===== src/rtl/vram_scheduler.sv =====
// VRAM port scheduler: interleaves display reads, clear-engine fills and two
// arbitrated write requesters onto one single-port framebuffer RAM.
module vram_scheduler #(
  parameter int FB_W   = 160,
  parameter int FB_H   = 120,
  parameter int PIX_W  = 8,
  parameter int ADDR_W = 15
) (
  input  logic              CLK,
  input  logic              RESET,
  input  logic [9:0]        hc,
  input  logic [9:0]        vc,
  input  logic              is_blanking,
  output logic [PIX_W-1:0]  pixel_out,
  output logic              pix_valid,
  input  logic              wr0_req,
  input  logic              wr1_req,
  input  logic [ADDR_W-1:0] wr0_addr,
  input  logic [ADDR_W-1:0] wr1_addr,
  input  logic [PIX_W-1:0]  wr0_data,
  input  logic [PIX_W-1:0]  wr1_data,
  output logic              wr0_ack,
  output logic              wr1_ack,
  input  logic              clear_start,
  input  logic [PIX_W-1:0]  clear_color,
  output logic              clear_busy,
  output logic [ADDR_W-1:0] ram_addr,
  output logic              ram_we,
  output logic [PIX_W-1:0]  ram_wdata,
  input  logic [PIX_W-1:0]  ram_rdata
);

  localparam int FB_SIZE = FB_W * FB_H;
  localparam logic [ADDR_W-1:0] LAST_ADDR = ADDR_W'(FB_SIZE - 1);
  localparam logic [ADDR_W-1:0] ADDR_ONE  = ADDR_W'(1);

  typedef enum logic [0:0] {
    ST_IDLE  = 1'b0,
    ST_CLEAR = 1'b1
  } state_t;

  state_t             state_r;
  state_t             next_state_s;
  logic [ADDR_W-1:0]  clr_addr_r;
  logic [PIX_W-1:0]   clr_color_r;
  logic               prio1_r;
  logic               rd_pend_r;
  logic               blank_d1_r;
  logic               pix_valid_r;
  logic [PIX_W-1:0]   pixel_r;
  logic               display_slot_s;
  logic [ADDR_W-1:0]  rd_addr_s;
  logic               gnt0_s;
  logic               gnt1_s;

  function automatic logic addr_in_fb(input logic [ADDR_W-1:0] a);
    return (32'(a) < 32'(FB_SIZE));
  endfunction

  assign display_slot_s = !is_blanking && (hc[1:0] == 2'b00);
  assign rd_addr_s      = ADDR_W'((32'(vc) >> 2) * 32'(FB_W) + (32'(hc) >> 2));

  assign pixel_out  = pixel_r;
  assign pix_valid  = pix_valid_r;
  assign clear_busy = (state_r == ST_CLEAR);
  assign wr0_ack    = gnt0_s;
  assign wr1_ack    = gnt1_s;

  // Clear FSM next state; the last fill happens on a free slot at LAST_ADDR
  always_comb begin
    next_state_s = state_r;
    case (state_r)
      ST_IDLE: begin
        if (clear_start) next_state_s = ST_CLEAR;
        else             next_state_s = ST_IDLE;
      end
      ST_CLEAR: begin
        if (!display_slot_s && (clr_addr_r == LAST_ADDR)) next_state_s = ST_IDLE;
        else                                              next_state_s = ST_CLEAR;
      end
      default: next_state_s = ST_IDLE;
    endcase
  end

  // RAM command mux: display read > clear fill > round-robin requester write
  always_comb begin
    ram_we    = 1'b0;
    ram_addr  = rd_addr_s;
    ram_wdata = {PIX_W{1'b0}};
    gnt0_s    = 1'b0;
    gnt1_s    = 1'b0;
    if (RESET || display_slot_s) begin
      ram_we = 1'b0;
    end else if (state_r == ST_CLEAR) begin
      ram_we    = 1'b1;
      ram_addr  = clr_addr_r;
      ram_wdata = clr_color_r;
    end else if (wr0_req && (!wr1_req || !prio1_r)) begin
      gnt0_s    = 1'b1;
      ram_addr  = wr0_addr;
      ram_wdata = wr0_data;
      ram_we    = addr_in_fb(wr0_addr);
    end else if (wr1_req) begin
      gnt1_s    = 1'b1;
      ram_addr  = wr1_addr;
      ram_wdata = wr1_data;
      ram_we    = addr_in_fb(wr1_addr);
    end else begin
      ram_we = 1'b0;
    end
  end

  // FSM state, clear counter/colour and round-robin pointer
  always_ff @(posedge CLK) begin
    if (RESET) begin
      state_r     <= ST_IDLE;
      clr_addr_r  <= {ADDR_W{1'b0}};
      clr_color_r <= {PIX_W{1'b0}};
      prio1_r     <= 1'b0;
    end else begin
      state_r <= next_state_s;
      if ((state_r == ST_IDLE) && clear_start) begin
        clr_addr_r  <= {ADDR_W{1'b0}};
        clr_color_r <= clear_color;
      end else if ((state_r == ST_CLEAR) && !display_slot_s) begin
        clr_addr_r <= clr_addr_r + ADDR_ONE;
      end
      if (gnt0_s)      prio1_r <= 1'b1;
      else if (gnt1_s) prio1_r <= 1'b0;
    end
  end

  // Display pipeline: data returns one cycle after the slot, latched on the next edge
  always_ff @(posedge CLK) begin
    if (RESET) begin
      rd_pend_r   <= 1'b0;
      blank_d1_r  <= 1'b1;
      pix_valid_r <= 1'b0;
      pixel_r     <= {PIX_W{1'b0}};
    end else begin
      rd_pend_r   <= display_slot_s;
      blank_d1_r  <= is_blanking;
      pix_valid_r <= !blank_d1_r;
      if (blank_d1_r)     pixel_r <= {PIX_W{1'b0}};
      else if (rd_pend_r) pixel_r <= ram_rdata;
    end
  end

endmodule


===== config.mk =====
export PLATFORM = sky130hd
export DESIGN_NAME = vram_scheduler
export DESIGN_NICKNAME = d
export VERILOG_FILES = /design/src/rtl/vram_scheduler.sv
export SDC_FILE = /design/constraint.sdc
export NUM_CORES = 1
export LEC_CHECK = 0
export ABC_CLOCK_PERIOD_IN_PS = 10000
export CORE_MARGIN = 2
export CORE_UTILIZATION = 47
export DETAILED_ROUTE_END_ITERATION = 8
export PLACE_DENSITY = 0.95
export RECOVER_POWER = 50
export SYNTH_ARGS = -nofsm -noshare
export SYNTH_HDL_FRONTEND = slang
export SYNTH_SLANG_ARGS = --single-unit

===== constraint.sdc =====
create_clock -name CLK -period 10 [get_ports CLK]
set_input_delay 2 -clock CLK [delete_from_list [all_inputs] [get_ports CLK]]
set_output_delay 2 -clock CLK [all_outputs]
set_load 0.05 [all_outputs]

## After elaboration in Yosys (flattened, before gate mapping)

Cells that the tools add are included.

- Register bits after elaboration: 36
- Input bits: 88
- Output and inout bits: 36
- Word-level logic and storage cells: 55

- Add/subtract/negate cells: 2
- Multiply operators: 1
- $lt $le $gt $ge: 2
- Equal/unequal tests: 1
- Mux-type cells: 24
- Bitwise operators: 1
- Reduce and logical (&&, ||, !) cells: 16

Operators by type and width:

| cell | number |
|---|---|
| 2-to-1 mux 15 bit | 4 |
| 2-to-1 mux 8 bit | 4 |
| less-than comparator 15 bit, second input constant | 2 |
| adder 15 x 1 -> 15 bit, second input constant | 1 |
| adder 15 x 8 -> 15 bit | 1 |
| equality test 15 bit, second input constant | 1 |
| 2-to-1 mux 1 bit | 15 |
| multiplier 8 x 3 -> 10 bit, second input constant | 1 |
| logical AND 1 bit | 5 |
| zero test 1 bit | 5 |
| OR reduction 2 bit | 2 |
| zero test 2 bit | 1 |
| logical OR 1 bit | 2 |
| case mux 1 bit (2 select lines) | 1 |
| nonzero test 2 bit | 1 |
| NOT 1 bit | 1 |

## Longest topological paths before layout

Gate-level depths: netlist (run 1).

- Depth in word-level cells: 8
- Depth in mapped cells: 9
- Mapped depth without buffers: 9

## Worst setup path after synthesis (run 1)

OpenSTA, ideal clock, no wires.

- Kind: in2out
- Start point: input port vc[3]
- End point: output port ram_addr[14]
- Data arrival time: 4.711 ns
- Path slack: 3.289 ns
- Cell stages on the path: 8
- Buffers on the path: 0
- Cell sequence: ha_1 -> ha_1 -> inv_1 -> fa_1 -> nor4_1 -> nand4b_1 -> or3_1 -> o211ai_1

- Cells in the longest elaborated chain, start to end: 6

Ends and longest elaborated chain:

| element | line | text |
|---|---|---|
| start: declaration | 12 | `input logic [9:0] vc,` |
| multiplier 8 x 3 -> 10 bit * | 61 | `assign rd_addr_s = ADDR_W'((32'(vc) >> 2) * 32'(FB_W) + (32'(hc) >> 2));` |
| adder 15 x 8 -> 15 bit * | 61 |  |
| 2-to-1 mux 15 bit | 103 | `end else if (wr1_req) begin` |
| 2-to-1 mux 15 bit | 98 | `end else if (wr0_req && (!wr1_req \|\| !prio1_r)) begin` |
| 2-to-1 mux 15 bit | 94 | `end else if (state_r == ST_CLEAR) begin` |
| 2-to-1 mux 15 bit * | 92 | `if (RESET \|\| display_slot_s) begin` |
| end: declaration | 27 | `output logic [ADDR_W-1:0] ram_addr,` |

Mark *: on every way between the ends. The rest lies on a longest branch, timed or not.

## Worst setup path in the final report (run 1)

- Start point: input port vc[3]
- End point: output port ram_addr[10]

The elaborated chain is that of the path after synthesis.

==> impl_metrics.yaml, run 1 <==
run_status:
  outcome: "complete, no violations"
finish:
  syn_to_final_growth_pct: 46.6
  nets: 607
  drive_gt1_frac: 0.0378
  antennaDiodeCount: 0
  final_util: 0.713
placed_design:
  gp_congestion: 0.865
  hpwl_mm: 6.79
  port_buffers: 121
clock_network:
  numCtsBuffers: 5
  cts_max_level: 2
  post-cts-setup-buffers: 0
  clk_pin_slew_worst_paths_ns: 0.08
  cts_sinks: 36
  hold_buffers: 0
  cts_tree: "done"
  clk_path_buf_depth: 2
  cts-root-buf: "clkbuf_8"
  clkLatencyLatePin_ns: 0.29
  cts_resized: 0
die:
  die_y_um: 82.3
  row_count: 28
  initial_core_util: 0.486
  die_w_um: 82.3
  core_area_um2: 5920
  ioPinCount: 124
  die-area_um2: 6770
global_routing:
  track_usage: 0.266
  grt_pass1_vias: 3020
  grt_pass1_wl_mm: 14.2
  antenna_found_initial: 0
  grt_overflow: 0
  grt_max_degree: 56
synth:
  synth_top_cell_area_share: 0.250
  yosys.area.top_type: "dfxtp_1"
  synthTopCellsByCount: "51 x nor2_1, 49 x nand2_1, 45 x a21oi_1, 36 x dfxtp_1, 17 x clkbuf_1"
  ys_types: 60
  postSynthAreaPerCell_um2: 7.29
  seq_area_frac_synth: 0.250
  synth_area_leaders: "dfxtp_1 25%, a21oi_1 7.8%, ha_1 7.0%, nor2_1 6.7%, nand2_1 6.4%"
  yosysMostFrequentCell: "nor2_1"
  ys_seq_elements: 36
  synth_edf_count: 0
  synth_ff_type: "dfxtp_1"
  netlist_instances: 395
  async_reset_ff_frac: 0
  yosys_warnings: 0
  synth.cell_area_um2: 2880
  synth_fp_nets: 501
pwr:
  power_leakage_uw: 0.00163
  p_per_area_nw_per_um2: 118
  ir_worst_vdd_mv: 0.141
critical_path:
  worst_ep_required_time_ns: 8.00
  r2r_cells: 5
  worst-setup-path-type: "in -> out"
  crit_chain: "clkdlybuf4s50_1 > ha_1 > ha_1 > inv_1 > fa_1 > nor4_1 > xor2_1 > o32a_1 > o221ai_1 > clkdlybuf4s50_1"
  setup.worst_path.start_class: "input port"
  worstSetupEndpointType: "output pin"
  slowest_stage: "clkdlybuf4s50_1"
  cp_max_fo: 5
  slowest_delay_ns: 0.87
  cp.arrival_ns: 5.66
detailed_routing:
  firstDrtPassIters: 4
  drt_iter0_drc: 178
  ant_nets: 0
  drc: 0
  viasPerCell: 5.60
  wire_per_inst_um: 15.2
  drt_wl_total_mm: 8.76
  num_vias: 3232
worst_hold_path:
  hold_depth: 2
  hold_path.class: "reg -> reg"
timing:
  skew_ns: 0.00644
  setup_violations: 0
  timing.hold.ws_ns: 0.469
  fin_crit_sh: 0.766
  fmax_mhz: 131
  worstMarginPinSlew_ns: 0.999
  maxSlewHeadroom: 0.334
  rsz0062_at_grt: "false"
  drv_slew: 0
  setup_tns_ns: 0
  hold_viol: 0
  min_period_ns: 7.66
job:
  cap_violations: 0
## cell type report
class / instances / area [um^2]
sequential: 36 / 722
tap: 75 / 93.8
inverter: 13 / 48.8
clock inverter: 3 / 46.3
clock buffer: 5 / 68.8
fill: 445 / 1700
timing repair buffer: 123 / 1230
multi-input combinational: 322 / 2010
## final timing paths
path / to / start / slack, ns
worst max register to register: clr_addr_r[12]$_SDFFE_PP0P_ / clear_busy$_SDFF_PP0_ / 7.81
worst min-delay path: clr_color_r[3]$_SDFFE_PP0P_ / clr_color_r[3]$_SDFFE_PP0P_ / 0.47
worst max-delay path: ram_addr[10] / vc[3] / 2.34
worst min register to register: clr_color_r[3]$_SDFFE_PP0P_ / clr_color_r[3]$_SDFFE_PP0P_ / 0.47
## metal layers
metal  global-route usage  vias up  part of all wire
li1                     -     1627                 -
met1                0.325     1483              0.41
met2                0.486      110              0.51
met3               0.0435       12             0.059
met4               0.0583        0             0.016
met5                    0        -                 0
## critical path, delay by kind of cell
family                     cells  cell delay, ns
buffers and inverters          3            1.40
adders and majority gates      3            1.04
AOI/OAI and AO/OA              2            0.55
and+or+nand+nor                1            0.49
xor gates and xnor gates       1            0.17
## state kept, by name (all words and copies together), names as in the netlist
register     cells
clr_color_r      8
pix_valid        1
prio1_r          1
clr_addr_r      15
clear_busy       1
pixel_out        8
blank_d1_r       1
rd_pend_r        1
## stage by stage
stage / instance area (um^2) / setup WS (ns) / std cells / power [uW]
5_1_grt: 4220 / 2.09 / 577 / 520
3_3_place_gp: 4100 / 2.44 / 569 / 363
4_1_cts: 4220 / 2.33 / 577 / 498
2_1_floorplan: 2880 / 3.29 / 395 / 287
6_report: 4220 / 2.34 / 577 / 497
3_5_place_dp: 4100 / 2.33 / 569 / 369
## power breakdown
part	leakage [uW]	switching [uW]	internal, uW
registers	0.000292	6.52	147
clock network	0.0000548	53.9	75.0
logic	0.00128	123	91.6
total	0.00163	183	313
## placed cells by master, fill, tap and decap left out, types with 5 or more instances in the layout
cell             Yosys  layout
o21ai_0             14      14
ha_1                16      16
inv_1               13      13
clkdlybuf4s50_1      0     109
clkbuf_8             0       5
dfxtp_1             36      35
nand3_1             15      15
a211oi_1            12      12
a21oi_1             45      45
nor2b_1              5       5
nand2_1             49      49
nor2_1              51      51
xnor2_1              7       7
xor2_1              13      13
dlygate4sd3_1        0      12
nor3_1              10      10
mux2i_1             15      15
## logic make-up after synthesis
kind of cell	Yosys count	synth area share
flip-flops	36	0.250
AND/OR/NAND/NOR	161	0.260
buffers and inverters	37	0.0500
multiplexers	15	0.0522
adder cells (fa/ha/maj)	18	0.0835
AO/OA/AOI/OAI	108	0.243
XOR/XNOR	20	0.0609
Note: power is estimated with default switching activity, not from simulation.
==> inputs of run 2 (changes only) <==
--- a/config.mk
+++ b/config.mk
@@ -5,11 +5,11 @@
 export SDC_FILE = /design/constraint.sdc
 export NUM_CORES = 1
 export LEC_CHECK = 0
-export ABC_CLOCK_PERIOD_IN_PS = 10000
+export ABC_CLOCK_PERIOD_IN_PS = 7900
 export CORE_MARGIN = 2
-export CORE_UTILIZATION = 47
+export CORE_UTILIZATION = 43
 export DETAILED_ROUTE_END_ITERATION = 8
-export PLACE_DENSITY = 0.95
+export PLACE_DENSITY = 0.9
 export RECOVER_POWER = 50
 export SYNTH_ARGS = -nofsm -noshare
 export SYNTH_HDL_FRONTEND = slang
==> constraint.sdc (replaced) <==
create_clock -name CLK -period 7.9 [get_ports CLK]
set_input_delay 1.58 -clock CLK [delete_from_list [all_inputs] [get_ports CLK]]
set_output_delay 1.58 -clock CLK [all_outputs]
set_load 0.05 [all_outputs]
==> impl_metrics.yaml, run 2 (synthesis results as in run 1) <==
run_status:
  outcome: "finished, violations left"
  violations: "design-rule violations"
global_routing:
  antenna_found_initial: 0
  grt_overflow: 0
  track_usage: 0.237
  grt_pass1_vias: 3096
  grt_max_degree: 56
  grt_pass1_wl_mm: 14.4
pwr:
  p_per_area_nw_per_um2: 142
  ir_worst_vdd_mv: 0.111
  power_leakage_uw: 0.00161
timing:
  fmax_mhz: 146
  fin_crit_sh: 0.866
  setup_violations: 0
  rsz0062_at_grt: "false"
  setup_tns_ns: 0
  skew_ns: 0.00588
  maxSlewHeadroom: 0.336
  min_period_ns: 6.84
  worstMarginPinSlew_ns: 0.995
  hold_viol: 0
  drv_slew: 0
finish:
  final_util: 0.653
  largest_reg_flops: 15
  regMostFlops: "clr_addr_r"
  multi_input_area_um2: 2010
  fillers: 528
  antennaDiodeCount: 0
  layout_common_cells: "110 x clkdlybuf4s50_1, 51 x nor2_1, 49 x nand2_1"
  syn_to_final_growth_pct: 45.8
  final_common_cell: "clkdlybuf4s50_1"
  regArea_um2: 722
  nets: 607
  drive_gt1_frac: 0.0339
clock_network:
  clk_pin_slew_worst_paths_ns: 0.07
  cts_resized: 0
  numCtsBuffers: 5
  cts_tree: "done"
  cts_sinks: 36
  post-cts-setup-buffers: 0
  cts_max_level: 2
  clk_path_buf_depth: 2
  cts-root-buf: "clkbuf_8"
  hold_buffers: 0
  clkLatencyLatePin_ns: 0.28
die:
  row_count: 29
  die-area_um2: 7360
  die_y_um: 85.8
  initial_core_util: 0.448
  core_area_um2: 6420
  die_w_um: 85.8
  ioPinCount: 124
detailed_routing:
  viasPerCell: 5.60
  drt_wl_total_mm: 8.64
  wire_per_inst_um: 14.9
  num_vias: 3240
  drc: 6
  firstDrtPassIters: 6
  drt_iter0_drc: 143
  ant_nets: 0
critical_path:
  slowest_delay_ns: 0.84
  cp_max_fo: 5
  cp.arrival_ns: 5.26
  slowest_stage: "clkdlybuf4s50_1"
  crit_chain: "clkdlybuf4s50_1 > ha_1 > ha_1 > inv_1 > fa_1 > nor4_1 > nand4b_1 > or3_1 > o211ai_1 > clkdlybuf4s50_1"
  worst-setup-path-type: "in -> out"
  worstSetupEndpointType: "output pin"
  worst_ep_required_time_ns: 6.32
  setup.worst_path.start_class: "input port"
job:
  cap_violations: 0
worst_hold_path:
  hold_path.class: "reg -> reg"
placed_design:
  gp_congestion: 0.835
  hpwl_mm: 6.60
  port_buffers: 121
==> run 2: worst max-delay path, delay by kind of cell <==
family	cells	cell delay, ns
AND/OR/NAND/NOR	3	1.08
buffers and inverters	3	1.38
adder cells (fa/ha/maj)	3	1.03
AO/OA/AOI/OAI	1	0.19
==> run 2: final timing paths <==
kind	endpoint	slack (ns)	start	cells after the start
max	ram_addr[14]	1.06	vc[3]	10
min	clr_color_r[1]$_SDFFE_PP0P_	0.46	clr_color_r[1]$_SDFFE_PP0P_	2
min reg2reg	clr_color_r[1]$_SDFFE_PP0P_	0.46	clr_color_r[1]$_SDFFE_PP0P_	2
max reg2reg	clr_addr_r[5]$_SDFFE_PP0P_	5.71	clear_busy$_SDFF_PP0_	5
==> run 2: layout make-up <==
cell class	instances	share of cell area
repair buffers	123	0.292
flip-flops and latches	36	0.172
inverters	13	0.0116
well taps	77	0.0230
multi-input cells	322	0.480
clock buffers	8	0.0215
==> run 2: metal layers <==
layer	GRT usage	share of wire	up-vias
met5	0	0	-
met4	0.0548	0.013	0
met3	0.0433	0.062	13
met2	0.408	0.49	104
met1	0.308	0.44	1507
li1	-	-	1616
==> run 2: stage by stage <==
step                      cell area (um^2)  worst slack (ns)  hold slack (ns)  total power [uW]  instances
after floorplan                       2880              2.03            0.437               363        395
after global placement                4110              1.18            0.445               461        571
after detailed placement              4110              1.09            0.448               466        571
after CTS                             4200              1.07            0.458               598        579
after global routing                  4200             0.808            0.496               629        579
final                                 4200              1.06            0.461               597        579
==> run 2: where the power goes <==
group | internal [uW] | switching (uW)
clock network | 71.1 | 61.3
registers | 186 | 8.40
logic | 116 | 155
==> inputs of run 3 (changes only) <==
--- a/config.mk
+++ b/config.mk
@@ -6,9 +6,11 @@
 export NUM_CORES = 1
 export LEC_CHECK = 0
 export ABC_CLOCK_PERIOD_IN_PS = 7900
+export CORE_ASPECT_RATIO = 1.5
 export CORE_MARGIN = 2
 export CORE_UTILIZATION = 43
 export DETAILED_ROUTE_END_ITERATION = 8
+export HOLD_SLACK_MARGIN = 0.02
 export PLACE_DENSITY = 0.9
 export RECOVER_POWER = 50
 export SYNTH_ARGS = -nofsm -noshare
==> impl_metrics.yaml, run 3 (synthesis results as in run 1) <==
placed_design:
  port_buffers: 121
  gp_congestion: 0.855
  dp_slack_ns: 1.15
  hpwl_mm: 6.67
timing:
  drv_slew: 0
  fin_ws_ns: 1.12
  fin_crit_sh: 0.858
  setup_tns_ns: 0
  skew_ns: 0.00671
  worstMarginPinSlew_ns: 0.923
  fmax_mhz: 147
  rsz0062_at_grt: "false"
  setup_violations: 0
  maxSlewHeadroom: 0.385
  hold_viol: 0
  min_period_ns: 6.78
finish:
  nets: 608
  layout_common_cells: "109 x clkdlybuf4s50_1, 51 x nor2_1, 49 x nand2_1"
  regMostFlops: "clr_addr_r"
  syn_to_final_growth_pct: 47.3
  drive_gt1_frac: 0.0398
  fillers: 556
  antennaDiodeCount: 0
  final_common_cell: "clkdlybuf4s50_1"
  largest_reg_flops: 15
detailed_routing:
  drt_wl_total_mm: 8.57
  firstDrtPassIters: 4
  num_vias: 3268
  ant_nets: 0
  wire_per_inst_um: 14.8
  drt_iter0_drc: 143
  drc: 0
  viasPerCell: 5.64
critical_path:
  worstSetupEndpointType: "output pin"
  setup.worst_path.start_class: "input port"
  rrSetupSlack_ns: 5.60
  worst-setup-path-type: "in -> out"
  cp_max_fo: 5
  worst_ep_required_time_ns: 6.32
  cp.arrival_ns: 5.20
clock_network:
  cts_resized: 0
  clk_path_buf_depth: 2
  hold_buffers: 0
  post-cts-setup-buffers: 0
  cts-root-buf: "clkbuf_8"
  numCtsBuffers: 5
  cts_sinks: 36
  clkLatencyLatePin_ns: 0.28
  cts_max_level: 2
  cts_tree: "done"
  clk_pin_slew_worst_paths_ns: 0.07
pwr:
  ir_worst_vdd_mv: 0.109
  power_leakage_uw: 0.00164
  p_per_area_nw_per_um2: 150
die:
  ioPinCount: 124
  row_count: 36
  die-area_um2: 7380
  die_w_um: 70.8
  core_area_um2: 6490
  initial_core_util: 0.444
  die_y_um: 104
worst_hold_path:
  hold_path.class: "reg -> reg"
job:
  cap_violations: 0
global_routing:
  grt_overflow: 0
  grt_pass1_wl_mm: 14.3
  track_usage: 0.233
  grt_pass1_vias: 3170
  antenna_found_initial: 0
  grt_max_degree: 56
run_status:
  outcome: "complete, no violations"
[run 3: cell count changes in the layout (fill, tap and decap cells not counted), sizes merged]
cell           previous run  this run
dlygate4sd3              11        12
clkbuf                    8         7
buf                       2         3
bufinv                    0         1
clkdlybuf4s50           110       109
[run 3: routing by layer]
layer  global-route usage  vias up  share of wire
met5                    0        -              0
met3               0.0320       34          0.047
met4                0.132        0          0.052
met2                0.411      118           0.51
li1                     -     1623              -
met1                0.261     1493           0.39
[run 3: power by group]
| group | internal (uW) | switching, uW | total (uW) |
|---|---|---|---|
| clock network | 111 | 63.0 | 174 |
| registers | 186 | 7.92 | 194 |
| logic | 116 | 153 | 269 |
[run 3: critical path, stage by stage]
cell	delay, ns
clkdlybuf4s50_1	0.45
ha_1	0.32
ha_1	0.21
inv_1	0.07
fa_1	0.49
nor4_1	0.46
nand4b_1	0.24
or3_1	0.35
o211ai_1	0.19
clkdlybuf4s50_1	0.83
[run 3: per-stage QoR]
| step | hold WS (ns) | power (uW) | instance area [um^2] | std cells | util |
|---|---|---|---|---|---|
| 2_1_floorplan | 0.437 | 363 | 2880 | 395 | - |
| 3_3_place_gp | 0.446 | 461 | 4110 | 571 | 0.634 |
| 3_5_place_dp | 0.452 | 466 | 4110 | 571 | 0.634 |
| 4_1_cts | 0.461 | 640 | 4240 | 579 | 0.654 |
| 5_1_grt | 0.485 | 669 | 4240 | 579 | 0.654 |
| 6_report | 0.462 | 637 | 4240 | 579 | 0.654 |
[run 3: final timing paths]
kind	startpoint	end	depth (start not counted)
worst max-delay path	vc[3]	ram_addr[14]	10
worst min-delay path	clr_color_r[5]$_SDFFE_PP0P_	clr_color_r[5]$_SDFFE_PP0P_	2
worst min register to register	clr_color_r[5]$_SDFFE_PP0P_	clr_color_r[5]$_SDFFE_PP0P_	2
worst max register to register	clear_busy$_SDFF_PP0_	clr_addr_r[11]$_SDFFE_PP0P_	5
[run 3: layout make-up]
type	count	area (um^2)	area share
multi-input cells	322	2010	0.475
repair buffers	124	1230	0.291
flip-flops and latches	36	722	0.170
clock buffers	7	96.3	0.0227
well taps	76	95.1	0.0224
inverters	13	48.8	0.0115
clock inverters	1	30.0	0.00708
